**config.mk**
```make
export PLATFORM = sky130hd
export DESIGN_NAME = idct8x8_stream
export DESIGN_NICKNAME = d
export VERILOG_FILES = /design/src/rtl/idct8x8_stream.sv
export SDC_FILE = /design/constraint.sdc
export NUM_CORES = 2
export LEC_CHECK = 0
export ABC_AREA = 1
export BUFFER_PORTS_ARGS = -buffer_cell sky130_fd_sc_hd__buf_2
export CELL_PAD_IN_SITES_DETAIL_PLACEMENT = 1
export CELL_PAD_IN_SITES_GLOBAL_PLACEMENT = 2
export CORE_ASPECT_RATIO = 0.9
export CORE_MARGIN = 5
export CORE_UTILIZATION = 45
export CTS_CLUSTER_SIZE = 8
export DETAILED_ROUTE_END_ITERATION = 8
export GPL_TIMING_DRIVEN = 0
export PLACE_DENSITY = 0.87
export SETUP_SLACK_MARGIN = 0.15
export SYNTH_ARGS = -nofsm -noshare
export SYNTH_HDL_FRONTEND = slang
export SYNTH_SLANG_ARGS = --single-unit
export TNS_END_PERCENT = 50
```
**constraint.sdc**
```tcl
create_clock -name sys_clk -period 50.2 [get_ports sys_clk]
set_input_delay 7.53 -clock sys_clk [delete_from_list [all_inputs] [get_ports sys_clk]]
set_output_delay 7.53 -clock sys_clk [all_outputs]
set_load 0.02 [all_outputs]
```
**src/rtl/idct8x8_stream.sv**
```systemverilog
// Streaming 8x8 inverse DCT: load 64 coefficients, row pass and column pass
// on one shared MAC (8 clocks per element), then stream 64 clamped pixels.
module idct8x8_stream #(
  parameter int IN_W  = 16,
  parameter int OUT_W = 8,
  parameter int MID_W = 20,
  parameter int ACC_W = 40
) (
  input  logic             sys_clk,
  input  logic             sys_rst_n,
  input  logic             in_valid,
  output logic             in_ready,
  input  logic [IN_W-1:0]  in_data,
  input  logic             lshift_en,
  output logic             out_valid,
  input  logic             out_ready,
  output logic [OUT_W-1:0] out_data,
  output logic             out_last,
  output logic             busy
);

  // The basis ROM is scaled by 2^13 and already carries c(k); the orthonormal
  // 8-point basis also has a factor 1/2, so each pass drops 14 bits, half-up.
  localparam int SHIFT = 14;
  localparam logic signed [ACC_W-1:0] RND     = ACC_W'(1) << (SHIFT-1);
  localparam logic signed [ACC_W-1:0] MID_MAX = (ACC_W'(1) << (MID_W-1)) - ACC_W'(1);
  localparam logic signed [ACC_W-1:0] MID_MIN = -MID_MAX - ACC_W'(1);
  localparam logic signed [ACC_W-1:0] LSH     = ACC_W'(1) << (OUT_W-1);
  localparam logic signed [ACC_W-1:0] PIX_MAX = (ACC_W'(1) << OUT_W) - ACC_W'(1);

  typedef enum logic [1:0] {LOAD, ROW, COL, OUT} state_e;

  state_e            state_q;
  logic [8:0]        cnt_q;
  logic              lshift_q, in_ready_q, out_valid_q, out_last_q, busy_q;
  logic [OUT_W-1:0]  out_data_q;
  logic signed [ACC_W-1:0] acc_q;

  logic signed [IN_W-1:0]  coef_mem [64];
  logic signed [MID_W-1:0] mid_mem  [64];
  logic [OUT_W-1:0]        pix_mem  [64];

  // 2^13 * c(k) * cos((2x+1)k*pi/16), folded onto the first quadrant
  function automatic logic signed [15:0] kval(input logic [2:0] x, input logic [2:0] k);
    logic [6:0] ph;
    logic [4:0] m, n;
    logic       neg;
    logic signed [15:0] c;
    ph  = 7'({x, 1'b1}) * 7'(k);
    m   = ph[4:0];
    neg = 1'b0;
    if (m <= 5'd8)       n = m;
    else if (m <= 5'd16) begin n = 5'd16 - m; neg = 1'b1; end
    else if (m <= 5'd24) begin n = m - 5'd16; neg = 1'b1; end
    else                 n = 5'd0 - m;
    case (n)
      5'd0:    c = 16'sd8192;
      5'd1:    c = 16'sd8035;
      5'd2:    c = 16'sd7568;
      5'd3:    c = 16'sd6811;
      5'd4:    c = 16'sd5793;
      5'd5:    c = 16'sd4551;
      5'd6:    c = 16'sd3135;
      5'd7:    c = 16'sd1598;
      default: c = 16'sd0;
    endcase
    if (k == 3'd0) return 16'sd5793;
    return neg ? -c : c;
  endfunction

  // Counter fields: ea/eb pick the element, kk is the MAC tap
  logic [2:0] kk, ea, eb, kx;
  assign kk = cnt_q[2:0];
  assign eb = cnt_q[5:3];
  assign ea = cnt_q[8:6];
  assign kx = (state_q == ROW) ? eb : ea;

  logic signed [MID_W-1:0] a_s;
  logic signed [15:0]      k_s;
  logic signed [ACC_W-1:0] prod, sum, rnd, pr;
  logic signed [MID_W-1:0] mid_res;
  logic [OUT_W-1:0]        pix_res;
  logic [5:0]              nxt;

  assign nxt = cnt_q[5:0] + 6'd1;
  assign k_s = kval(kx, kk);

  // Shared MAC datapath: operand select, multiply-accumulate, round, saturate/clamp
  always_comb begin
    if (state_q == ROW) a_s = MID_W'(coef_mem[{ea, kk}]);
    else                a_s = mid_mem[{kk, eb}];
    prod = ACC_W'(a_s) * ACC_W'(k_s);
    if (kk == 3'd0) sum = prod;
    else            sum = acc_q + prod;
    rnd = (sum + RND) >>> SHIFT;
    if (rnd > MID_MAX)      mid_res = MID_MAX[MID_W-1:0];
    else if (rnd < MID_MIN) mid_res = MID_MIN[MID_W-1:0];
    else                    mid_res = rnd[MID_W-1:0];
    pr = lshift_q ? (rnd + LSH) : rnd;
    if (pr < 0)            pix_res = '0;
    else if (pr > PIX_MAX) pix_res = '1;
    else                   pix_res = pr[OUT_W-1:0];
  end

  // Block storage; contents are don't-care after reset
  always_ff @(posedge sys_clk) begin
    if (state_q == LOAD && in_valid && in_ready_q) coef_mem[cnt_q[5:0]] <= in_data;
    if (state_q == ROW && kk == 3'd7) mid_mem[{ea, eb}] <= mid_res;
    if (state_q == COL && kk == 3'd7) pix_mem[{ea, eb}] <= pix_res;
  end

  // Control FSM with registered handshake and status outputs
  always_ff @(posedge sys_clk or negedge sys_rst_n) begin
    if (!sys_rst_n) begin
      state_q     <= LOAD;
      cnt_q       <= '0;
      acc_q       <= '0;
      lshift_q    <= 1'b0;
      in_ready_q  <= 1'b0;
      out_valid_q <= 1'b0;
      out_data_q  <= '0;
      out_last_q  <= 1'b0;
      busy_q      <= 1'b0;
    end else begin
      case (state_q)
        LOAD: begin
          in_ready_q <= 1'b1;
          if (in_valid && in_ready_q) begin
            if (cnt_q[5:0] == 6'd0) lshift_q <= lshift_en;
            if (cnt_q[5:0] == 6'd63) begin
              state_q    <= ROW;
              cnt_q      <= '0;
              in_ready_q <= 1'b0;
              busy_q     <= 1'b1;
            end else begin
              cnt_q <= {3'd0, nxt};
            end
          end
        end
        ROW: begin
          acc_q <= sum;
          cnt_q <= cnt_q + 9'd1;
          if (cnt_q == 9'd511) state_q <= COL;
        end
        COL: begin
          acc_q <= sum;
          cnt_q <= cnt_q + 9'd1;
          if (cnt_q == 9'd511) begin
            state_q     <= OUT;
            out_valid_q <= 1'b1;
            out_data_q  <= pix_mem[0];
            out_last_q  <= 1'b0;
          end
        end
        OUT: begin
          if (out_ready) begin
            if (cnt_q[5:0] == 6'd63) begin
              state_q     <= LOAD;
              cnt_q       <= '0;
              out_valid_q <= 1'b0;
              out_last_q  <= 1'b0;
              busy_q      <= 1'b0;
              in_ready_q  <= 1'b1;
            end else begin
              cnt_q      <= {3'd0, nxt};
              out_data_q <= pix_mem[nxt];
              out_last_q <= (nxt == 6'd63);
            end
          end
        end
        default: state_q <= LOAD;
      endcase
    end
  end

  assign in_ready  = in_ready_q;
  assign out_valid = out_valid_q;
  assign out_data  = out_data_q;
  assign out_last  = out_last_q;
  assign busy      = busy_q;

endmodule
```
=== Word level (Yosys, flattened, before mapping) ===
Memory sizes are Yosys's and may differ from the RTL's.
Cells that the tools add are included.
Widths: inputs -> output; s select.

* Output and inout bits: 12
* Memories kept: 4
* Memory bits (read-only): 112
* Logic and storage cells: 120
* Register bits: 64
* Input port bits: 21
* Memory bits (writable): 2816

* Magnitude comparators: 7
* Reduce and logical (&&, ||, !) cells: 20
* $mul: 2
* Add/subtract/negate cells: 9
* Eq/ne operators: 14
* Multiplexer cells: 55

{| class="wikitable"
|+ Memories
! memory !! words !! bits a word !! read ports !! clocked after memory_dff !! write ports !! line !! text
|-
| mid_mem || 64 || 20 || 1 || 0 || 1 || 40 || <nowiki>logic signed [MID_W-1:0] mid_mem [64];</nowiki>
|-
| coef_mem || 64 || 16 || 1 || 0 || 1 || 39 || <nowiki>logic signed [IN_W-1:0] coef_mem [64];</nowiki>
|-
| pix_mem || 64 || 8 || 2 || 0 || 1 || 41 || <nowiki>logic [OUT_W-1:0] pix_mem [64];</nowiki>
|-
| (name not given) || 8 || 14 || 1 || 0 || 0 || 56 || <nowiki>case (n)</nowiki>
|}

{| class="wikitable"
|+ Operators by type and width
! kind !! count
|-
| $mux 40 || 2
|-
| $mux 16 || 4
|-
| $mux 20 || 3
|-
| $add 40x15->40 const B || 1
|-
| $add 40x36->40 || 1
|-
| $gt 40x9->1 const B || 1
|-
| $lt 40x1->1 const B || 1
|-
| $mux 8 || 5
|-
| $mul 20x16->36 || 1
|-
| $add 26x9->27 const B || 1
|-
| $pmux 9 s3 || 1
|-
| $gt 26x20->1 const B || 1
|-
| $lt 26x20->1 const B || 1
|-
| $mux 1 || 21
|-
| $mux 9 || 2
|-
| $neg 16->16 || 1
|-
| $pmux 8 s2 || 1
|-
| $mux 5 || 3
|-
| $eq 6x6->1 const B || 2
|-
| $mux 2 || 6
|-
| $le 5x5->1 const B || 2
|-
| $add 9x1->9 const B || 1
|-
| $eq 9x9->1 const B || 1
|-
| $reduce_and 3->1 || 3
|-
| other kinds (25) || 41
|}

=== Longest topological paths before layout ===
* Depth after elaboration: 21
* Mapped depth: 89
* Depth with buffers taken out: 87

=== Worst setup path after synthesis ===
Ideal clock, no wire load.

* Kind: register to register
* Start point: register cnt_q[0]
* End point: memory mid_mem[0][13], data pin
* Cell stages (with the launch flop): 67
* Arrival time: 15.664 ns
* Setup slack: 33.835 ns
* Data required time: 49.498 ns
* Period minus slack after synthesis: 16.365 ns
* Path buffers: 6
* Library setup time: 0.702 ns
* Cells stage by stage: dfrtp_1 > clkbuf_1 > clkbuf_1 > clkbuf_1 > clkbuf_1 > clkbuf_1 > nand2_1 > fa_1 > inv_1 > ha_1 > fa_1 > xor2_1 > xor2_1 > xor2_1 > nand3_1 > a21o_1 > nand2_1 > inv_1 > [31 not listed] > nor2_1 > inv_1 > nor3_1 > nand3_1 > nand3_1 > nand2_1 > nand3_1 > nand2_1 > nor2_1 > nand3_1 > nor2_1 > nand3_1 > nand2_1 > nand2_1 > inv_1 > a31oi_4 > buf_4 > o21ai_0

* Cells in the longest elaborated chain, start to end: 17
* Elaborated cells between the ends (all ways): 32
* Classes of those cells: add/sub: 6; mul: 2; order compare: 5; mux: 14; reduce/logical: 2; memory: 3

{| class="wikitable"
|+ RTL lines
! element !! line !! text
|-
| from (decl) || 34 || <nowiki>logic [8:0] cnt_q;</nowiki>
|-
| from (signal assigned) || 136 || <nowiki>cnt_q <= {3'd0, nxt};</nowiki>
|-
| from (signal assigned) || 142 || <nowiki>cnt_q <= cnt_q + 9'd1;</nowiki>
|-
| from (signal assigned) || 147 || <nowiki>cnt_q <= cnt_q + 9'd1;</nowiki>
|-
| $mul 4x3->5 || 49 || <nowiki>ph = 7'({x, 1'b1}) * 7'(k);</nowiki>
|-
| $sub 1x5->5, or another cell as far along || 55 || <nowiki>else n = 5'd0 - m;</nowiki>
|-
| $mux 5 || 54 || <nowiki>else if (m <= 5'd24) begin n = m - 5'd16; neg = 1'b1; end</nowiki>
|-
| $mux 5 || 53 || <nowiki>else if (m <= 5'd16) begin n = 5'd16 - m; neg = 1'b1; end</nowiki>
|-
| $mux 5 || 52 || <nowiki>if (m <= 5'd8) n = m;</nowiki>
|-
| $mem_v2 8x14 / $logic_not 2->1 (equally long branches) || n/a ||
|-
| $mux 16 || 56 ||
|-
| $neg 16->16 || 68 || <nowiki>return neg ? -c : c;</nowiki>
|-
| $mux 16 (2 in a row) || 68 ||
|-
| $mul 20x16->36 || 92 || <nowiki>prod = ACC_W'(a_s) * ACC_W'(k_s);</nowiki>
|-
| $add 40x36->40 || 94 || <nowiki>else sum = acc_q + prod;</nowiki>
|-
| $mux 40 (*) || 93 || <nowiki>if (kk == 3'd0) sum = prod;</nowiki>
|-
| $add 40x15->40 (*) || 95 || <nowiki>rnd = (sum + RND) >>> SHIFT;</nowiki>
|-
| $lt 26x20->1 || 97 || <nowiki>else if (rnd < MID_MIN) mid_res = MID_MIN[MID_W-1:0];</nowiki>
|-
| $mux 20 || 97 ||
|-
| $mux 20 (*) || 96 || <nowiki>if (rnd > MID_MAX) mid_res = MID_MAX[MID_W-1:0];</nowiki>
|-
| via mid_res[13] || 81 || <nowiki>logic signed [MID_W-1:0] mid_res;</nowiki>
|-
| to (decl) || 40 ||
|}

The timed path passes the listed nets; every way through them passes the cells marked *.

=== Worst setup path in the final report ===
* Start point: register cnt_q[0]
* End point: memory pix_mem[26][2], data pin

* Cells in the longest elaborated chain, start to end: 19
* Elaborated cells between the ends (all ways): 34
* Classes of those cells: add/sub: 7; mul: 2; order compare: 5; mux: 15; reduce/logical: 2; memory: 3

{| class="wikitable"
|+ RTL lines
! element !! line !! text
|-
| $mul 4x3->5 || 49 ||
|-
| $sub 1x5->5, or another cell as far along || 55 ||
|-
| $mux 5 || 54 ||
|-
| $mux 5 || 53 ||
|-
| $mux 5 || 52 ||
|-
| $mem_v2 8x14 / $logic_not 2->1 (equally long branches) || n/a ||
|-
| $mux 16 || 56 ||
|-
| $neg 16->16 || 68 ||
|-
| [5 not listed] || n/a ||
|-
| via sum[13] || 80 || <nowiki>logic signed [ACC_W-1:0] prod, sum, rnd, pr;</nowiki>
|-
| $add 40x15->40 (*) || 95 ||
|-
| $add 26x9->27 || 99 || <nowiki>pr = lshift_q ? (rnd + LSH) : rnd;</nowiki>
|-
| $mux 40 (*) || 99 ||
|-
| $gt 40x9->1 || 101 || <nowiki>else if (pr > PIX_MAX) pix_res = '1;</nowiki>
|-
| $mux 8 || 101 ||
|-
| $mux 8 (*) || 100 || <nowiki>if (pr < 0) pix_res = '0;</nowiki>
|-
| via pix_res[2] || 82 || <nowiki>logic [OUT_W-1:0] pix_res;</nowiki>
|-
| to (decl) || 41 ||
|}

Marks and branches as above.

==> results_dict.tcl <==
set metrics [dict create \
    netlist_area_mm2 0.125 \
    track_usage_pct 37.4 \
    yosys_warnings 0 \
    ios 33 \
    relSlewSlack_pct -15.2 \
    ant_nets 0 \
    synth_cell_types 64 \
    tritoncts "done" \
    wire_per_inst_um 39.3 \
    syn_nets 9917 \
    final.min_clock_period_ps 20970 \
    syn-mean-instance-area_um2 13.3 \
    clkLatencyLatePin_ps 950 \
    grt_max_degree 65 \
    cts_buffers 403 \
    setup_viol 0 \
    required_ps 50850 \
    r2r_start "cnt_q[0]" \
    rsz0062_at_grt "false" \
    cts_setup_buffers 0 \
    antenna_found_initial 47 \
    via_count 97200 \
    worstMarginPinSlew_ps 1710 \
    root_buffer "clkbuf_16" \
    synth_top_cell_by_area "edfxtp_1" \
    path_class "flip-flop to flip-flop" \
    cts_resized 0 \
    ys_ff_latch 2880 \
    slowest_stage "nor3_1" \
    worstHoldStart "acc_q[2]" \
    status "complete, but fails checks" \
    netlist_top_cells_area "edfxtp_1 (68%), fa_1 (5.2%), o22ai_1 (4.2%)" \
    coreArea_mm2 0.276 \
    hold_path_end "acc_q[2]" \
    grt_pass1_vias 98600 \
    hold_path.class "flip-flop to flip-flop" \
    die-area_mm2 0.288 \
    fin_hold_ws_ps 493 \
    num_rows 183 \
    postRouteWirelength_um 550000 \
    syn_inst 9424 \
    clock_sinks 2880 \
    dr.pass1.iters 7 \
    drc 0 \
    critPathMaxFanout 27 \
    layout_common_cells "edfxtp_1 (2,816), nand2_1 (1,138), o22ai_1 (839), inv_1 (791), nor2_1 (626)" \
    final-instance-count-excl-fill 14000 \
    cp.arrival_ps 21620 \
    die_w_um 566 \
    start_util_pct 45.2 \
    htree_levels 5 \
    rrSetupSlack_ps 29230 \
    drv_slew 230 \
    syn2layout_area_growth_pct 16.8 \
    slowest_delay_ps 970 \
    fin_setup_tns_ps 0 \
    drt-initial-drc-count 17500 \
    layout-drive-gt1-share_pct 12.8 \
    via_per_inst 6.95 \
    clk_pin_slew_ps 60 \
    hold_path_depth 2 \
    hpwl_um 371000 \
    synthFlopType "edfxtp_1" \
    rr_worst_depth 76 \
    synth_top_area_share_pct 67.6 \
    reg2reg_to "pix_mem[26][2]" \
    cts_hold_buf 0 \
    io_buffers 32 \
    fmax_mhz 47.7 \
    crit_path_frequent_cell "inv_1" \
    placed_cells 13500 \
    min_period_over_period_pct 41.8 \
    cts.path.max_buffers 4 \
    hold_viol 0 \
    clock_skew_ps 75.3 \
    nets 10700 \
    place_congestion 0.964 \
    yosysSeqAreaShare_pct 68.9 \
    path_delay_family "buffers and inverters" \
    path_buf_inv 22 \
    grt-ovfl-total 0 \
    grt_pass1_wl_um 759000 \
    synth_enable_flop_cells 2816 \
    violations "capacitance limit, slew limit" \
    start_kind "flip-flop" \
    cp-end-kind "flip-flop" \
    final_common_cell "edfxtp_1" \
    die_h_um 510 \
    cap_violations 27 \
    synthArstFlopShare_pct 2.22 \
]
[worst max-delay path by stage]
stage / slack, ps / cells past startpoint / startpoint / end
after global routing: 28230 / 80 / cnt_q[0] / pix_mem[62][2]
after global placement: 24310 / 65 / cnt_q[0] / mid_mem[0][7]
after floorplan: 33830 / 66 / cnt_q[0] / mid_mem[0][13]
after detailed placement: 29640 / 75 / cnt_q[0] / pix_mem[57][6]
final: 29230 / 76 / cnt_q[0] / pix_mem[26][2]
after CTS: 29470 / 75 / cnt_q[0] / pix_mem[62][0]
[metrics by stage]
| stage | setup WS, ps | cell area [µm²] | util [%] |
|---|---|---|---|
| 3_3_place_gp | 24310 | 130000 | 47.0 |
| 3_5_place_dp | 29640 | 135000 | 48.9 |
| 4_1_cts | 29470 | 146000 | 52.8 |
| 2_1_floorplan | 33830 | 125000 | - |
| 6_report | 29230 | 146000 | 52.9 |
| 5_1_grt | 28230 | 146000 | 52.8 |
[Yosys cell counts (108+ instances only)]
cell type  instances
o221ai_1         125
clkbuf_1         366
fa_1             323
o22ai_1          839
nor2_1           695
o21ai_0          472
nand2_1         1139
inv_1            791
nand3_1          236
nand4_1          141
nor3_1           214
a21oi_1          108
ha_1             149
edfxtp_1        2816
o41ai_1          154
[layer usage]
metal / track usage [%] / routed length, µm
met2: 54.5 / 231000
met1: 44.8 / 179000
met3: 16.0 / 88900
met4: 26.2 / 49400
met5: 0.247 / 474
[area by class of cell]
class | count | area (µm²)
Fill cell | 27100 | 130000
Sequential cell | 2880 | 86200
Multi-Input combinational cell | 5214 | 35100
Clock buffer | 459 | 10300
Tap cell | 3700 | 4630
Timing Repair Buffer | 339 | 4330
Inverter | 849 | 3190
Buffer | 481 | 1870
Clock inverter | 23 | 405
Antenna cell | 31 | 77.6
[sequential cells by signal, indices dropped and copies added, names as in the netlist]
name	flops
cnt_q	9
in_ready	1
lshift_q	1
out_valid	1
state_q	2
acc_q	40
busy	1
coef_mem	1024
out_data	8
out_last	1
mid_mem	1280
pix_mem	512
[tightest hold or removal path, cell delays in order, from the launching register on]
cell	delay (ps)
dfrtp_1	350
nand2_1	60
nand2_1	60
[cells by family after synthesis]
kind of cell    count (synthesis)  share of synthesized area, %
xor+xnor                       28                         0.196
compound gates               2007                          10.5
simple gates                 2706                          9.70
mux                             1                       0.00901
flops                        2880                          68.9
fa+ha+maj                     472                          6.66
buf+inv                      1330                          4.03
Power is left out: the tool's default activity adds up to more than one toggle a clock period on the data nets, which glitch-free logic cannot reach.
